**src/rtl/iecdrv_sd_arbiter_pkg.sv**
```systemverilog
// Shared types for the IEC drive SD-card arbiter: FSM states, transfer
// direction and the drive index type sized for the largest drive count.
package iecdrv_sd_pkg;

    localparam int IECDRV_MAX_DRV = 4;

    typedef enum logic [1:0] {
        IDLE,
        REQ,
        XFER,
        DONE
    } state_t;

    typedef enum logic {
        RD,
        WR
    } op_t;

    typedef logic [1:0] drv_idx_t;

endpackage

```
**src/rtl/iecdrv_sd_arbiter_if.sv**
```systemverilog
// Host-side SD block-transfer bus; the arbiter is the master toward the host.
interface iecdrv_sd_arbiter_if;

    logic [31:0] sd_lba;
    logic [5:0]  sd_blk_cnt;
    logic        sd_rd;
    logic        sd_wr;
    logic        sd_ack;
    logic [7:0]  sd_buff_din;

    modport master (
        output sd_lba,
        output sd_blk_cnt,
        output sd_rd,
        output sd_wr,
        output sd_buff_din,
        input  sd_ack
    );

    modport slave (
        input  sd_lba,
        input  sd_blk_cnt,
        input  sd_rd,
        input  sd_wr,
        input  sd_buff_din,
        output sd_ack
    );

endinterface

```
**src/rtl/iecdrv_sd_arbiter_rr_pick.sv**
```systemverilog
// Combinational round-robin picker: first requester after 'last', wrapping
// modulo NDRV.
module iecdrv_rr_pick
    import iecdrv_sd_pkg::*;
#(
    parameter int NDRV = 2
) (
    input  logic [IECDRV_MAX_DRV-1:0] req,
    input  drv_idx_t                  last,
    output logic                      valid,
    output drv_idx_t                  index
);

    localparam logic [2:0] NDRV3 = 3'(NDRV);

    logic [2:0] cand;

    // Walk from the farthest candidate to the nearest so the nearest wins.
    always_comb begin
        valid = 1'b0;
        index = '0;
        cand  = '0;
        for (int k = NDRV; k >= 1; k--) begin
            cand = {1'b0, last} + 3'(k);
            if (cand >= NDRV3) begin
                cand = cand - NDRV3;
            end
            if (req[cand[1:0]]) begin
                valid = 1'b1;
                index = cand[1:0];
            end
        end
    end

endmodule

```
**src/rtl/iecdrv_sd_arbiter.sv**
```systemverilog
// Round-robin arbiter sharing one host SD block port among up to four IEC
// drives; a grant is held for a whole transfer.
module iecdrv_sd_arbiter
    import iecdrv_sd_pkg::*;
#(
    parameter int NDRV = 2
) (
    input  logic                  clk_sys,
    input  logic                  reset,
    input  logic [NDRV-1:0][31:0] drv_sd_lba,
    input  logic [NDRV-1:0][5:0]  drv_sd_blk_cnt,
    input  logic [NDRV-1:0]       drv_sd_rd,
    input  logic [NDRV-1:0]       drv_sd_wr,
    output logic [NDRV-1:0]       drv_sd_ack,
    input  logic [NDRV-1:0][7:0]  drv_sd_buff_din,
    iecdrv_sd_arbiter_if.master   host
);

    state_t   state, state_nxt;
    drv_idx_t grant, grant_nxt;
    drv_idx_t last, last_nxt;
    op_t      op_q, op_nxt;
    logic [31:0] lba_q, lba_nxt;
    logic [5:0]  blk_q, blk_nxt;

    logic [IECDRV_MAX_DRV-1:0]       req_pad;
    logic [IECDRV_MAX_DRV-1:0]       wr_pad;
    logic [IECDRV_MAX_DRV-1:0][31:0] lba_pad;
    logic [IECDRV_MAX_DRV-1:0][5:0]  blk_pad;
    logic [IECDRV_MAX_DRV-1:0][7:0]  din_pad;

    logic     pick_valid;
    drv_idx_t pick_idx;
    logic     ack_window;

    assign ack_window = (state == REQ) || (state == XFER);

    // Absent drive slots read as idle so a 2-bit index never selects garbage.
    for (genvar g = 0; g < IECDRV_MAX_DRV; g++) begin : g_drv
        if (g < NDRV) begin : g_real
            assign req_pad[g] = drv_sd_rd[g] | drv_sd_wr[g];
            assign wr_pad[g]  = drv_sd_wr[g];
            assign lba_pad[g] = drv_sd_lba[g];
            assign blk_pad[g] = drv_sd_blk_cnt[g];
            assign din_pad[g] = drv_sd_buff_din[g];
            assign drv_sd_ack[g] = host.sd_ack & (grant == drv_idx_t'(g)) & ack_window;
        end else begin : g_none
            assign req_pad[g] = 1'b0;
            assign wr_pad[g]  = 1'b0;
            assign lba_pad[g] = '0;
            assign blk_pad[g] = '0;
            assign din_pad[g] = '0;
        end
    end

    iecdrv_rr_pick #(
        .NDRV (NDRV)
    ) u_pick (
        .req   (req_pad),
        .last  (last),
        .valid (pick_valid),
        .index (pick_idx)
    );

    always_ff @(posedge clk_sys) begin
        if (reset) begin
            state <= IDLE;
            grant <= '0;
            last  <= drv_idx_t'(NDRV - 1);
            op_q  <= RD;
            lba_q <= '0;
            blk_q <= '0;
        end else begin
            state <= state_nxt;
            grant <= grant_nxt;
            last  <= last_nxt;
            op_q  <= op_nxt;
            lba_q <= lba_nxt;
            blk_q <= blk_nxt;
        end
    end

    // Request parameters are captured only at grant, so the host sees a
    // stable LBA/count even if the drive changes its outputs mid-transfer.
    always_comb begin
        state_nxt = state;
        grant_nxt = grant;
        last_nxt  = last;
        op_nxt    = op_q;
        lba_nxt   = lba_q;
        blk_nxt   = blk_q;
        case (state)
            IDLE: begin
                if (!host.sd_ack && pick_valid) begin
                    grant_nxt = pick_idx;
                    lba_nxt   = lba_pad[pick_idx];
                    blk_nxt   = blk_pad[pick_idx];
                    op_nxt    = wr_pad[pick_idx] ? WR : RD;
                    state_nxt = REQ;
                end
            end
            REQ: begin
                if (host.sd_ack) begin
                    state_nxt = XFER;
                end else if (!req_pad[grant]) begin
                    state_nxt = IDLE;
                end
            end
            XFER: begin
                if (!host.sd_ack) begin
                    state_nxt = DONE;
                end
            end
            DONE: begin
                last_nxt  = grant;
                state_nxt = IDLE;
            end
            default: state_nxt = IDLE;
        endcase
    end

    assign host.sd_rd       = (state == REQ) && (op_q == RD);
    assign host.sd_wr       = (state == REQ) && (op_q == WR);
    assign host.sd_lba      = lba_q;
    assign host.sd_blk_cnt  = blk_q;
    assign host.sd_buff_din = din_pad[grant];

endmodule
```
**src/flat_wrapper.sv**
```systemverilog
// flat-port wrapper written by rule: the top's interface ports become plain ports
module iecdrv_sd_arbiter_flat import iecdrv_sd_pkg::*;
#(
    parameter int NDRV = 2
)
  (clk_sys, reset, drv_sd_lba, drv_sd_blk_cnt, drv_sd_rd, drv_sd_wr, drv_sd_ack, drv_sd_buff_din, host_sd_lba, host_sd_blk_cnt, host_sd_rd, host_sd_wr, host_sd_buff_din, host_sd_ack);
  iecdrv_sd_arbiter_if host_i ();
  input  logic clk_sys;
  input  logic reset;
  input  logic [NDRV-1:0][31:0] drv_sd_lba;
  input  logic [NDRV-1:0][5:0] drv_sd_blk_cnt;
  input  logic [NDRV-1:0] drv_sd_rd;
  input  logic [NDRV-1:0] drv_sd_wr;
  output logic [NDRV-1:0] drv_sd_ack;
  input  logic [NDRV-1:0][7:0] drv_sd_buff_din;
  output wire logic [$bits(host_i.sd_lba)-1:0] host_sd_lba;
  output wire logic [$bits(host_i.sd_blk_cnt)-1:0] host_sd_blk_cnt;
  output wire logic [$bits(host_i.sd_rd)-1:0] host_sd_rd;
  output wire logic [$bits(host_i.sd_wr)-1:0] host_sd_wr;
  output wire logic [$bits(host_i.sd_buff_din)-1:0] host_sd_buff_din;
  input wire logic [$bits(host_i.sd_ack)-1:0] host_sd_ack;
  assign host_sd_lba = host_i.sd_lba;
  assign host_sd_blk_cnt = host_i.sd_blk_cnt;
  assign host_sd_rd = host_i.sd_rd;
  assign host_sd_wr = host_i.sd_wr;
  assign host_sd_buff_din = host_i.sd_buff_din;
  assign host_i.sd_ack = host_sd_ack;
  iecdrv_sd_arbiter #(.NDRV(NDRV)) u_core (.clk_sys(clk_sys), .reset(reset), .drv_sd_lba(drv_sd_lba), .drv_sd_blk_cnt(drv_sd_blk_cnt), .drv_sd_rd(drv_sd_rd), .drv_sd_wr(drv_sd_wr), .drv_sd_ack(drv_sd_ack), .drv_sd_buff_din(drv_sd_buff_din), .host(host_i));
endmodule
```
**config.mk**
```make
export PLATFORM = sky130hd
export DESIGN_NAME = iecdrv_sd_arbiter_flat
export DESIGN_NICKNAME = d
export VERILOG_FILES = /design/src/rtl/iecdrv_sd_arbiter_pkg.sv /design/src/rtl/iecdrv_sd_arbiter_if.sv /design/src/rtl/iecdrv_sd_arbiter_rr_pick.sv /design/src/rtl/iecdrv_sd_arbiter.sv /design/src/flat_wrapper.sv
export SDC_FILE = /design/constraint.sdc
export NUM_CORES = 1
export LEC_CHECK = 0
export ABC_CLOCK_PERIOD_IN_PS = 5300
export CAP_MARGIN = 15
export CORE_ASPECT_RATIO = 1.1
export CORE_MARGIN = 4
export CORE_UTILIZATION = 38
export CTS_CLUSTER_SIZE = 16
export DETAILED_ROUTE_END_ITERATION = 8
export PLACE_DENSITY = 0.95
export SYNTH_ARGS = -nofsm -noshare
export SYNTH_HDL_FRONTEND = slang
export SYNTH_SLANG_ARGS = --single-unit
```
**constraint.sdc**
```tcl
create_clock -name clk_sys -period 5.3 [get_ports clk_sys]
set_input_delay 0.53 -clock clk_sys [delete_from_list [all_inputs] [get_ports clk_sys]]
set_output_delay 0.53 -clock clk_sys [all_outputs]
set_load 0.01 [all_outputs]
```
==> impl_metrics.yaml <==
synthesis:
  muxShareOfSynthArea_pct: 22.23
  syn-num-nets: 340
  ys_ff_latch: 45
  async_flop_share_pct: 0
  synth_top_family_by_area: "multiplexers"
  yosys.area_share.simple_pct: 12.73
  synthAdderAreaFrac_pct: 2.262
  netlist_area_sq_um: 2212
  synth_top_cells_by_area: "dfxtp_1 (41%), mux2i_1 (22%), a211oi_1 (14%), nor2_1 (8.5%), ha_1 (2.3%)"
  synth_cell_type_count: 26
  synth_area_per_cell_sq_um: 9.334
  synth_xor_area_share_pct: 0
  yosys.area.top_type: "dfxtp_1"
  synth_warnings: 0
  synth_cells: 237
  netlist_top_cells_count: "nor2_1 (50), mux2i_1 (48), dfxtp_1 (45)"
  synth_edf_count: 0
  synth_compound_area_share_pct: 17.70
  synth_most_common_cell: "nor2_1"
  ys_seq_area_share_pct: 40.72
  netlist.area_leader.share_pct: 40.72
  ys.flop_type: "dfxtp_1"
route:
  vias_per_cell: 5.022
  routed_wl_um: 6848
  drt_pass1_iterations: 4
  ant_nets: 0
  dr.first_iter.drc_count: 115
  drcViolationCount: 0
  wl_per_cell_um: 15.12
  routed-via-count: 2275
power:
  power_mw: 0.9436
  ir_drop_mv: 0.1805
  leakagePower_nw: 1.582
  power_density_nw_per_um2: 245.9
setup_path:
  crit_type: "input pin to primary output"
  reg2reg_from: "u_core.state[0]$_SDFFE_PP0P_"
  required_ns: 4.77
  critPathSlowestCell: "clkdlybuf4s50_1"
  cp-start-kind: "input pin"
  critPathMaxStageDelay_ns: 0.68
  path_max_fanout: 7
  r2r_cells: 7
  r2r_end: "u_core.grant[0]$_SDFFE_PP0P_"
  arrival_ns: 2.04
  critical_path.cell_chain: "clkdlybuf4s50_1 -> nand2_1 -> nor3_1 -> clkdlybuf4s50_1"
  cp-end-kind: "primary output"
  cp_common_cell: "clkdlybuf4s50_1"
  r2r_setup_slack_ns: 3.28
hold_path:
  hold_class: "register to register"
  hold_path_end: "u_core.host.sd_lba[19]$_SDFFE_PP0P_"
  hold-path-cell-count: 2
  min_from: "u_core.host.sd_lba[19]$_SDFFE_PP0P_"
timing:
  hold-worst-slack_ns: 0.5024
  finClkSkew_ns: 0.008153
  min_period_ns: 2.566
  slew_headroom_pct: 55.45
  final-setup-viol-count: 0
  finalSetupTns_ns: 0
  fmax_mhz: 389.7
  finalHoldViolations: 0
  tightest_slew_ns: 0.6683
  finalCritPeriodShare_pct: 48.41
  fin_ws_ns: 2.734
  maxSlewViolCount: 0
  rsz0062_at_grt: "false"
clock_tree:
  cts_tree: "yes"
  clockBufferDepth: 2
  path_clk_slew_ns: 0.09
  clk_latency_ns: 0.29
  cts_made_buffers: 5
  htreeDepth: 2
  clock-sinks: 45
  cts-resized-gates: 0
  root_buffer: "clkbuf_8"
  cts_hold_buf: 0
  cts_setup_buffers: 0
cells_and_area:
  layout.cells.non_filler: 453
  n_antenna_cell: 0
  layout.nets: 480
  syn_to_final_growth_pct: 73.47
  final_cell_area_sq_um: 3837
  utilization_pct: 69.77
  drive_gt1_share_pct: 4.233
placement:
  placed_area_sq_um: 3747
  io_buffer_count: 148
  dp_hpwl_um: 5338
  place_ws_ns: 2.680
  dp.cells: 445
  place.gp.congestion: 0.7860
die:
  die_w_um: 80.75
  dieArea_sq_um: 7107
  fp.dieH_um: 88.02
  rows: 28
  design.portCount: 149
  initial_core_util_pct: 40.22
  core_area_sq_um: 5500
global_route:
  grt.total_usage_pct: 18.69
  grt_pass1_vias: 2349
  antenna_found_initial: 0
  grt_max_degree: 47
  grt_pass1_wl_um: 10460
  grt.overflow.total: 0
job:
  drv_cap: 0
status:
  status: "completed"
[cell type report]
class	count	area, sq um
clock buffers	5	68.82
inverters	4	15.01
clock inverters	3	21.27
flip-flops and latches	45	900.9
multi-input cells	169	1226
well taps	75	93.84
repair buffers	152	1511
fillers	434	1663
[sequential cells by signal, summed over array words and instances (netlist names), named ones only]
register / flops
u_core.host.sd_blk_cnt: 6
u_core.op_q: 1
u_core.last: 2
u_core.state: 1
u_core.host.sd_lba: 32
u_core.grant: 2
[critical path: cells and delay by family]
kind          cells  cell delay (ns)
buf+inv           2             1.24
simple gates      2             0.26
[cell families (layout without fill, tap and decap cells)]
logic type	after synthesis	after routing
buffers and inverters	23	164
muxes	49	49
DFF	45	45
and+or+nand+nor	67	67
adders and majority gates	4	4
AOI/OAI and AO/OA	49	49
[worst max path at each step]
stage	slack, ns	end	startpoint	cells after the start
after floorplan	3.51	u_core.host.sd_lba[10]$_SDFFE_PP0P_	drv_sd_wr[1]	5
after global placement	2.75	u_core.grant[0]$_SDFFE_PP0P_	drv_sd_wr[1]	6
after detailed placement	2.68	u_core.grant[0]$_SDFFE_PP0P_	drv_sd_wr[1]	6
after CTS	2.73	drv_sd_ack[0]	host_sd_ack	4
after global routing	2.60	drv_sd_ack[1]	host_sd_ack	4
final	2.73	drv_sd_ack[0]	host_sd_ack	4
[cell usage in the layout (no fill, tap or decap), drive strengths merged, types with 2 or more instances in the layout]
master         synthesis  routed
ha                     4       4
nor2b                  2       2
inv                    4       5
a211o                  2       2
nand2                  5       5
clkdlybuf4s50          0     148
clkbuf                 9       5
nor2                  50      50
a211oi                41      41
buf                   10       4
mux2i                 48      48
dfxtp                 45      45
nor3                   4       4
[layer usage]
metal	up-vias	GRT usage, %	wire, um
met5	-	0	0
met1	1034	19.35	2502
li1	1135	-	-
met4	0	5.530	84
met3	8	5.041	591
met2	98	36.30	3670
[where the power goes]
part / internal (mW) / switching, mW / total, mW
Sequential: 0.379 / 0.0234 / 0.402
Combinational: 0.195 / 0.137 / 0.332
Clock: 0.0936 / 0.116 / 0.210
Total: 0.667 / 0.277 / 0.944
No activity file was read; power rests on OpenSTA's default activity.
